==> config.mk <==
export PLATFORM = sky130hd
export DESIGN_NAME = johnson_phase_decoder
export DESIGN_NICKNAME = d
export VERILOG_FILES = /design/src/rtl/jc_pkg.sv /design/src/rtl/jc_code_decode.sv /design/src/rtl/johnson_phase_decoder.sv
export SDC_FILE = /design/constraint.sdc
export NUM_CORES = 1
export LEC_CHECK = 0
export CORE_ASPECT_RATIO = 1.25
export CORE_UTILIZATION = 55
export DETAILED_ROUTE_END_ITERATION = 8
export HOLD_SLACK_MARGIN = 0.06
export PLACE_DENSITY = 0.82
export RECOVER_POWER = 100
export SLEW_MARGIN = 25
export SYNTH_ARGS = -nofsm -noshare
export SYNTH_HDL_FRONTEND = slang
export SYNTH_HIERARCHICAL = 1
export SYNTH_SLANG_ARGS = --single-unit
==> constraint.sdc <==
create_clock -name clk -period 6.1 [get_ports clk]
set_input_delay 1.22 -clock clk [delete_from_list [all_inputs] [get_ports clk]]
set_output_delay 1.22 -clock clk [all_outputs]
set_load 0.01 [all_outputs]
==> src/rtl/jc_pkg.sv <==
// rtl/jc_pkg.sv - shared types and Johnson-code index helper for johnson_phase_decoder
package jc_pkg;

   // Default Johnson code width and the widest code the helper function can handle
   localparam int JC_WIDTH     = 4;
   localparam int JC_MAX_WIDTH = 16;

   // Lock state machine states
   typedef enum logic [1:0] {
      INIT = 2'd0,
      ACQ  = 2'd1,
      LOCK = 2'd2
   } jc_state_e;

   // Decoded code: binary index (wide enough for 2*JC_MAX_WIDTH-1) plus legality flag
   typedef struct packed {
      logic [4:0] idx;
      logic       legal;
   } jc_dec_t;

   // Map a twisted-ring code of the given width to its index and flag whether the
   // code is the canonical one for that index (anything else is a corrupted ring).
   function automatic jc_dec_t jc_idx(input logic [JC_MAX_WIDTH-1:0] code, input int width);
      jc_dec_t                 r;
      int                      ones;
      int                      idx;
      logic [JC_MAX_WIDTH-1:0] mask;
      logic [JC_MAX_WIDTH-1:0] canon;
      ones = 0;
      for (int k = 0; k < JC_MAX_WIDTH; k++) begin
         if (k < width && code[k]) begin
            ones++;
         end
      end
      // The upper half of the sequence has the MSB set and loses ones from the bottom
      if (code[width-1]) begin
         idx = 2 * width - ones;
      end else begin
         idx = ones;
      end
      mask = JC_MAX_WIDTH'((32'd1 << width) - 32'd1);
      if (idx <= width) begin
         canon = JC_MAX_WIDTH'((32'd1 << idx) - 32'd1);
      end else begin
         canon = mask & ~JC_MAX_WIDTH'((32'd1 << (idx - width)) - 32'd1);
      end
      r.idx   = 5'(idx);
      r.legal = ((code & mask) == canon);
      return r;
   endfunction

endpackage

==> src/rtl/jc_code_decode.sv <==
// rtl/jc_code_decode.sv - combinational Johnson code to phase index decoder with legality flag
module jc_code_decode
   import jc_pkg::*;
#(
   parameter  int WIDTH = JC_WIDTH,
   localparam int PW    = $clog2(2 * WIDTH)
) (
   input  logic [WIDTH-1:0] code_i,
   output logic [PW-1:0]    idx_o,
   output logic             legal_o
);

   jc_dec_t dec;

   // Decode the raw ring bits; the index is only meaningful when legal_o is set
   always_comb begin
      dec     = jc_idx(JC_MAX_WIDTH'(code_i), WIDTH);
      idx_o   = PW'(dec.idx);
      legal_o = dec.legal;
   end

endmodule

==> src/rtl/johnson_phase_decoder.sv <==
// rtl/johnson_phase_decoder.sv - Johnson code phase decoder with lock FSM and revolution counter (optional JCDEC_REVERSE_EN)
module johnson_phase_decoder
   import jc_pkg::*;
#(
   parameter  int WIDTH      = JC_WIDTH,
   parameter  int LOCK_STEPS = 3,
   parameter  int REV_W      = 8,
   localparam int PW         = $clog2(2 * WIDTH)
) (
   input  logic             clk,
   input  logic             rst,
   input  logic [WIDTH-1:0] i,
   output logic [PW-1:0]    phase,
   output logic             code_ok,
   output logic             step,
   output logic             hold,
   output logic             err,
   output logic             locked,
   output logic [REV_W-1:0] rev_cnt
);

   localparam logic [PW-1:0] LAST = PW'(2 * WIDTH - 1);

   jc_state_e        state_q, state_d;
   logic [3:0]       good_q, good_d;
   logic [WIDTH-1:0] prev_q, prev_d;
   logic [PW-1:0]    phase_q, phase_d;
   logic [REV_W-1:0] rev_q, rev_d;
   logic             code_ok_q, code_ok_d;
   logic             step_q, step_d;
   logic             hold_q, hold_d;
   logic             err_q, err_d;

   logic [PW-1:0]    dec_idx;
   logic             dec_legal;
   logic [PW-1:0]    fwd_idx;
   logic             is_fwd;
   logic             is_step;
   logic             is_hold;
   logic [3:0]       good_inc;
`ifdef JCDEC_REVERSE_EN
   logic [PW-1:0]    bwd_idx;
   logic             is_bwd;
`endif

   jc_code_decode #(
      .WIDTH (WIDTH)
   ) u_dec (
      .code_i  (i),
      .idx_o   (dec_idx),
      .legal_o (dec_legal)
   );

   // Classify the incoming index relative to the last accepted phase
   always_comb begin
      fwd_idx  = (phase_q == LAST) ? '0 : phase_q + PW'(1);
      is_fwd   = (dec_idx == fwd_idx);
      is_hold  = (i == prev_q);
      good_inc = good_q + 4'd1;
`ifdef JCDEC_REVERSE_EN
      bwd_idx  = (phase_q == '0) ? LAST : phase_q - PW'(1);
      is_bwd   = (dec_idx == bwd_idx);
      is_step  = is_fwd | is_bwd;
`else
      is_step  = is_fwd;
`endif
   end

   // Next-state logic for the lock FSM, phase tracking, pulses and revolution counter
   always_comb begin
      state_d   = state_q;
      good_d    = good_q;
      prev_d    = prev_q;
      phase_d   = phase_q;
      rev_d     = rev_q;
      code_ok_d = dec_legal;
      step_d    = 1'b0;
      hold_d    = 1'b0;
      err_d     = 1'b0;
      if (!dec_legal) begin
         // A corrupted code means the ring can no longer be trusted; restart from scratch
         err_d   = 1'b1;
         state_d = INIT;
      end else begin
         phase_d = dec_idx;
         prev_d  = i;
         case (state_q)
            INIT: begin
               state_d = ACQ;
               good_d  = 4'd0;
            end
            ACQ: begin
               if (is_step) begin
                  step_d = 1'b1;
                  good_d = good_inc;
                  if (good_inc >= 4'(LOCK_STEPS)) begin
                     state_d = LOCK;
                  end
               end else if (is_hold) begin
                  hold_d = 1'b1;
               end else begin
                  err_d  = 1'b1;
                  good_d = 4'd0;
               end
            end
            LOCK: begin
               if (is_step) begin
                  step_d = 1'b1;
                  if (is_fwd && phase_q == LAST) begin
                     rev_d = rev_q + REV_W'(1);
                  end
`ifdef JCDEC_REVERSE_EN
                  if (is_bwd && phase_q == '0) begin
                     rev_d = rev_q - REV_W'(1);
                  end
`endif
               end else if (is_hold) begin
                  hold_d = 1'b1;
               end else begin
                  err_d   = 1'b1;
                  good_d  = 4'd0;
                  state_d = ACQ;
               end
            end
            default: begin
               state_d = INIT;
               good_d  = 4'd0;
            end
         endcase
      end
   end

   // Register all state and outputs; reset has priority over any input event
   always_ff @(posedge clk) begin
      if (rst) begin
         state_q   <= INIT;
         good_q    <= 4'd0;
         prev_q    <= '0;
         phase_q   <= '0;
         rev_q     <= '0;
         code_ok_q <= 1'b0;
         step_q    <= 1'b0;
         hold_q    <= 1'b0;
         err_q     <= 1'b0;
      end else begin
         state_q   <= state_d;
         good_q    <= good_d;
         prev_q    <= prev_d;
         phase_q   <= phase_d;
         rev_q     <= rev_d;
         code_ok_q <= code_ok_d;
         step_q    <= step_d;
         hold_q    <= hold_d;
         err_q     <= err_d;
      end
   end

   assign phase   = phase_q;
   assign code_ok = code_ok_q;
   assign step    = step_q;
   assign hold    = hold_q;
   assign err     = err_q;
   assign locked  = (state_q == LOCK);
   assign rev_cnt = rev_q;

endmodule

# Word level (Yosys, flattened, before mapping)
# Cells that the tools add are included.
# totals
register_bits	25
output_inout_bits	16
# classes
add_sub_neg	10
magnitude_cmp	2
n_eq_ne	10
shifts	2
mux	22
n_bitwise	3
n_reduce_logical	9
# ops
op	count
32-bit 2-to-1 mux	4
32-bit by 2-bit adder with 32-bit output, second input constant	3
32-bit by 4-bit less-or-equal comparator with 1-bit output, second input constant	1
1-bit by 32-bit left shift with 16-bit output, first input constant	1
1-bit by 32-bit left shift with 4-bit output, first input constant	1
32-bit by 4-bit subtractor with 32-bit output, second input constant	1
5-bit by 32-bit subtractor with 32-bit output, first input constant	1
4-bit by 16-bit equality test with 1-bit output	1
16-bit 2-to-1 mux	1
16-bit by 1-bit subtractor with 16-bit output, second input constant	1
4-bit 2-to-1 mux	3
8-bit by 1-bit adder with 8-bit output, second input constant	1
2-bit 2-to-1 mux	4
2-bit != test, second input constant	4
4-bit one-hot mux with 2 select lines	1
4-bit AND reduction	2
1-bit 2-to-1 mux	7
2-bit one-hot mux with 3 select lines	1
4-bit by 1-bit adder with 4-bit output, second input constant	1
4-bit equality test	1
4-bit by 2-bit greater-or-equal comparator with 1-bit output, second input constant	1
4-bit NOT	1
2-bit OR reduction	2
4-bit OR reduction	1
other kinds (12)	13

# Logic depth before layout (Yosys ltp)
# depth
word_depth	17
ltp_mapped	24

# Hierarchy
# Netlist, hierarchy kept.
# by_module_without_submodules
mod	n_inst	cells_per_inst	area_each_um2
johnson_phase_decoder	1	144	1335.0
jc_code_decode	1	74	511.7

# Worst setup path before layout
# No wires, ideal clock.
# synth_path
kind	input-to-reg
from	input port i[0]
to	register good_q[3]
setup_time_ns	0.074
t_arrival_ns	5.266
required_time_ns	6.026
path_slack_ns	0.760
path_stages	24
n_path_buf	1
cell_sequence	inv_1 -> ha_1 -> xnor2_2 -> inv_2 -> ha_1 -> nor3_1 -> o21ai_0 -> ha_1 -> nor2b_1 -> nand3_1 -> o21ai_0 -> nand2_1 -> ha_1 -> nand2b_1 -> a31oi_1 -> a221oi_1 -> or4_1 -> a22oi_1 -> clkbuf_1 -> nand2b_1 -> inv_1 -> and3_1 -> a41oi_1 -> a31oi_1
# synth_via
elab_chain_len	16
elab_cells_between_ends	26
cone_classes	add/sub (7); order compare (1); eq/ne (4); shift (2); mux (10); bitwise (1); reduce/logical (1)
# synth_rtl
item	line_no	source
start, declared	johnson_phase_decoder.sv:12	input logic [WIDTH-1:0] i,
1-bit 2-to-1 mux	jc_pkg.sv:31	if (k < width && code[k]) begin
32-bit by 2-bit adder with 32-bit output	jc_pkg.sv:32	ones++;
32-bit 2-to-1 mux	jc_pkg.sv:31	
32-bit by 2-bit adder with 32-bit output	jc_pkg.sv:32	
32-bit 2-to-1 mux	jc_pkg.sv:31	
32-bit by 2-bit adder with 32-bit output	jc_pkg.sv:32	
32-bit 2-to-1 mux	jc_pkg.sv:31	
5-bit by 32-bit subtractor with 32-bit output	jc_pkg.sv:37	idx = 2 * width - ones;
32-bit 2-to-1 mux	jc_pkg.sv:36	if (code[width-1]) begin
32-bit by 4-bit subtractor with 32-bit output	jc_pkg.sv:45	canon = mask & ~JC_MAX_WIDTH'((32'd1 << (idx - width)) - 32'd1);
1-bit by 32-bit left shift with 4-bit output	jc_pkg.sv:45	
4-bit by 1-bit subtractor with 4-bit output	jc_pkg.sv:45	
4-bit NOT	jc_pkg.sv:45	
16-bit 2-to-1 mux	jc_pkg.sv:42	if (idx <= width) begin
4-bit by 16-bit equality test with 1-bit output *	jc_pkg.sv:48	r.legal = ((code & mask) == canon);
net code_ok_d	johnson_phase_decoder.sv:29	logic code_ok_q, code_ok_d;
2-bit AND reduction (no source line) *	-	
end signal, assigned	johnson_phase_decoder.sv:147	good_q <= good_d;
end, declared	johnson_phase_decoder.sv:25	logic [3:0] good_q, good_d;
# The timed path passes the listed nets; every way through them passes the cells marked *. The select of a mux whose other input is x is not followed.
# A chain may end at the register's enable or synchronous reset.

# Worst setup path in the final report
# Ends and elaborated chain as after synthesis.

==> run summary <==
The flow ran to the end, and the final reports show no timing, DRC or antenna violations. In this design, the critical path's most frequently occurring cell is sky130_fd_sc_hd__ha_1. The number of setup violations in the final report is 0.

The number of max-slew violations in the final report is 0. The worst hold endpoint is good_q[3]. The via count came out at 1605. The area of the die came out at between 3000 and 4000 µm². The height of the die came out at approximately 67 µm. The final antenna-violating net count came out at 0.

The number of clock buffers added by TritonCTS is 3. The count of state elements after synthesis came out at 25. TritonCTS built the clock tree. The average detailed-routed wire length per instance came out at between 10 and 15 µm. The worst register-to-register path ends at good_q[3]. The mean instance size in the synthesized netlist is 8.47 µm². The clock latency on the worst-skew pair is ~0.28 ns. After clock tree synthesis, the flow added hold-fix buffers numbering 0.

The clock net in this run drives a total of 25 sinks. The worst setup path is launched from an input port. The maximum number of pins on one net before global-route repair is 20. The power density relative to cell area is 188 nW/µm².

The count of routing violations after the opening detailed-route iteration is 37. The clock period could shrink to 5.67 ns. Clock-pin slew was measured on the worst setup and hold paths at 0.09 ns. The hold violation total from the final report came out at 0. Setup repair after global routing left no endpoint under its margin. The cell area after synthesis is around 1800 µm². The worst setup slack for register-to-register paths came out at around 4 ns. The netlist uses 58 different library cells. After detailed placement, the design holds a cell count of ~270.

In this run the critical register-to-register path is launched from phase[0]. Max-cap violations in this run came to 0. The final-layout worst hold slack is just over 0.5 ns. Of the synthesized area, sequential elements account for 0.271. The largest fanout of any net on the critical path came out at 7. On the critical path, the stage with the largest delay is an instance of sky130_fd_sc_hd__or4_1.

For the worst setup path, the data required time is 6.31 ns. The number of global-route vias before repair is about 1400. During synthesis, Yosys emitted a total of 6 warnings.

The largest incremental delay on the critical path is approximately 0.54 ns. For this design the static power due to leakage is 0.885 nW. The data arrival time at the worst-slack endpoint is 5.88 ns. The via count normalized by instance count is about 5.8. The number of antenna violations at the first check in global routing is 0. 0 antenna diodes ended up in the layout. For this run, the post-layout net count is approximately 260.

The peak supply drop came out at about 120 µV. The number of enable flip-flop cells after synthesis came out at 0. The area taken by flip-flops and latches came out at around 500 µm². The post-route clock skew came out at around 0.0045 ns.

The period utilization is 0.930. The number of DRC violations after detailed routing came out at 0. The quantity of I/O buffers inserted on ports is 21. The layout overhead on the synthesized area came out at 15.7%. The path class of the tightest hold or removal check is flip-flop to flip-flop. The number of stages on the worst hold path is 1. The slew at the pin with the worst max-slew slack came out at around 0.71 ns. In the final timing run, aggregate negative setup slack is 0 ns. The buffer type at the clock tree root is sky130_fd_sc_hd__clkbuf_8.

The total overflow left after global routing is 0. The effective utilization at floorplan is 0.578. Fill cells in the final layout number 265. The maximum clock frequency is 176 MHz. In the final layout, the multi-input gates occupy between 1000 and 1500 µm².

The number of cell rows came out at 23. In the final layout, the share of cells above drive strength 1 is 0.0917. The cell count after synthesis came out at roughly 220. Headroom to the max-slew limit came out at 0.528. Before antenna repair, the detailed router went through 4 iterations.

In this run the number of H-tree levels came out at 1. The die width is 53.8 µm. In this run the most critical hold path is launched from good_q[3].

The final weighted congestion of routability-driven global placement came out at ~0.9. When the netlist entered floorplanning its net count stood at 240. The global-route wire length before repair is 6.00 mm. The async set-or-reset flop fraction in the synthesized netlist came out at 0. The standard cell core area is between 3000 and 4000 µm².

The aggregate routed wire length is 3.69 mm. The worst setup path is captured at a flip-flop. The total global routing track utilization came out at 0.227. The final instance count without filler cells came out at ~280. For this run, the leading register cell type out of synthesis is sky130_fd_sc_hd__dfxtp_1.

The number of buffers between clock root and the deepest sink is 2. After legalization and detailed placement, the total HPWL measured 2.80 mm. The depth of the worst register-to-register path came out at 7. The worst setup path is of the input port to flip-flop kind. Walking the worst path, the cells encountered are clkdlybuf4s50_1 -> inv_1 -> ha_1 -> xnor2_2 -> inv_1 -> ha_1 -> nor3_1 -> o21ai_0 -> ha_1 -> nor2b_1 -> nand3_1 -> o21ai_0 -> nand2_1 -> ha_1 -> nand2b_1 -> a31oi_1 -> a221oi_1 -> or4_1 -> a22oi_2 -> nand2b_1 -> inv_1 -> and3_1 -> a41oi_1 -> a31oi_1. The number of primary I/O pins is 22.
## report_power, final
group	internal, W	switching (W)	total (W)	leakage [nW]
clock network	0.0000464	0.0000573	0.000104	0.0217
registers	0.000168	0.00000328	0.000172	0.202
logic	0.0000552	0.0000712	0.000126	0.661
## through the flow
step / area, µm² / util / worst slack, ns / power [W]
after floorplan: 1850 / - / 0.760 / 0.000272
after global placement: 2090 / 0.653 / 0.231 / 0.000300
after detailed placement: 2090 / 0.653 / 0.116 / 0.000301
after CTS: 2130 / 0.668 / 0.380 / 0.000403
after global routing: 2140 / 0.669 / 0.0588 / 0.000423
final: 2140 / 0.669 / 0.426 / 0.000402
## layout make-up
type,instances,area share
multi-input combinational,170,0.577
sequential,25,0.234
clock buffer,3,0.0193
clock inverter,1,0.00351
timing repair buffer,28,0.122
inverter,13,0.0228
tap,37,0.0217
## worst max-delay path by stage
stage	start	end	slack, ns	cells past startpoint
floorplan	i[0]	good_q[3]	0.76	24
global placement	i[0]	rev_cnt[1]	0.23	23
detailed placement	i[0]	good_q[3]	0.12	24
CTS	i[0]	good_q[3]	0.38	24
global route	i[0]	good_q[3]	0.06	24
finish	i[0]	good_q[3]	0.43	24
## flip-flops by register name, indices dropped and copies added (netlist names)
signal   cells
good_q       4
err          1
rev_cnt      8
code_ok      1
phase        3
hold         1
step         1
state_q      2
prev_q       4
## cells by family (layout without fill, tap and decap cells)
logic type / after synthesis / in the layout / synth area share
AOI/OAI and AO/OA: 36 / 36 / 0.139
xor gates and xnor gates: 16 / 16 / 0.0800
adders and majority gates: 16 / 16 / 0.108
buffers and inverters: 23 / 45 / 0.0644
DFF: 25 / 25 / 0.271
muxes: 12 / 12 / 0.0678
other: 1 / 1 / 0.00203
and+or+nand+nor: 89 / 89 / 0.268
## cells in the final DEF, fill, tap and decap left out, types with 2 or more instances in the layout
cell type	synthesis	final
sky130_fd_sc_hd__a211oi_1	2	2
sky130_fd_sc_hd__a21oi_1	5	5
sky130_fd_sc_hd__a31oi_1	3	3
sky130_fd_sc_hd__a41oi_1	2	2
sky130_fd_sc_hd__and2_1	2	2
sky130_fd_sc_hd__and3_1	4	4
sky130_fd_sc_hd__and4_1	2	2
sky130_fd_sc_hd__buf_4	1	6
sky130_fd_sc_hd__clkbuf_8	0	3
sky130_fd_sc_hd__clkdlybuf4s50_1	0	5
sky130_fd_sc_hd__dfxtp_1	25	25
sky130_fd_sc_hd__dlygate4sd3_1	0	16
sky130_fd_sc_hd__ha_1	16	16
sky130_fd_sc_hd__inv_1	12	13
sky130_fd_sc_hd__mux2i_1	11	11
sky130_fd_sc_hd__nand2_1	11	11
sky130_fd_sc_hd__nand2b_1	4	4
sky130_fd_sc_hd__nand3_1	7	7
sky130_fd_sc_hd__nand4_1	4	4
sky130_fd_sc_hd__nor2_1	31	31
sky130_fd_sc_hd__nor2b_1	3	3
sky130_fd_sc_hd__nor3_1	7	7
sky130_fd_sc_hd__nor3b_1	2	2
sky130_fd_sc_hd__nor4_1	3	3
sky130_fd_sc_hd__o211ai_1	3	3
sky130_fd_sc_hd__o21ai_0	4	4
sky130_fd_sc_hd__o21ai_1	2	2
sky130_fd_sc_hd__o31ai_1	2	2
sky130_fd_sc_hd__xnor2_1	6	6
sky130_fd_sc_hd__xor2_1	9	9
## worst max-delay path: cells and delay by family
kind	cells	cell delay (ns)
AOI/OAI and AO/OA	7	1.03
xor gates and xnor gates	1	0.20
adders and majority gates	4	1.21
buffers and inverters	4	0.81
and+or+nand+nor	8	1.40
## metal layers
metal / routed length, µm / vias to the layer above / share of wire / GRT usage
met5: 0 / - / 0 / 0
met4: 92 / 0 / 0.025 / 0.125
met3: 92 / 10 / 0.025 / 0.0320
met2: 1860 / 28 / 0.50 / 0.366
met1: 1650 / 745 / 0.45 / 0.281
li1: - / 822 / - / -
## Yosys cell counts (all sizes together), types with 4 or more instances
cell | instances | area (µm²)
nand2b | 4 | 25.0
o21ai | 6 | 30.0
a21oi | 6 | 33.8
ha | 16 | 200
nor3 | 8 | 45.0
nand2 | 11 | 41.3
xnor2 | 7 | 68.8
nand4 | 5 | 46.3
mux2i | 11 | 110
xor2 | 9 | 78.8
dfxtp | 25 | 500
and3 | 4 | 25.0
nor2 | 31 | 116
buf | 7 | 55.1
nor4 | 4 | 40.0
inv | 13 | 48.8
nand3 | 7 | 35.0
## what timing repair did
| item | in CTS | in global routing |
|---|---|---|
| endpoints found under the setup margin | 0 | 1 |
| setup buffers | 0 | 0 |
| gates resized for setup | 0 | 1 |
Power figures use the tool's default switching activity.
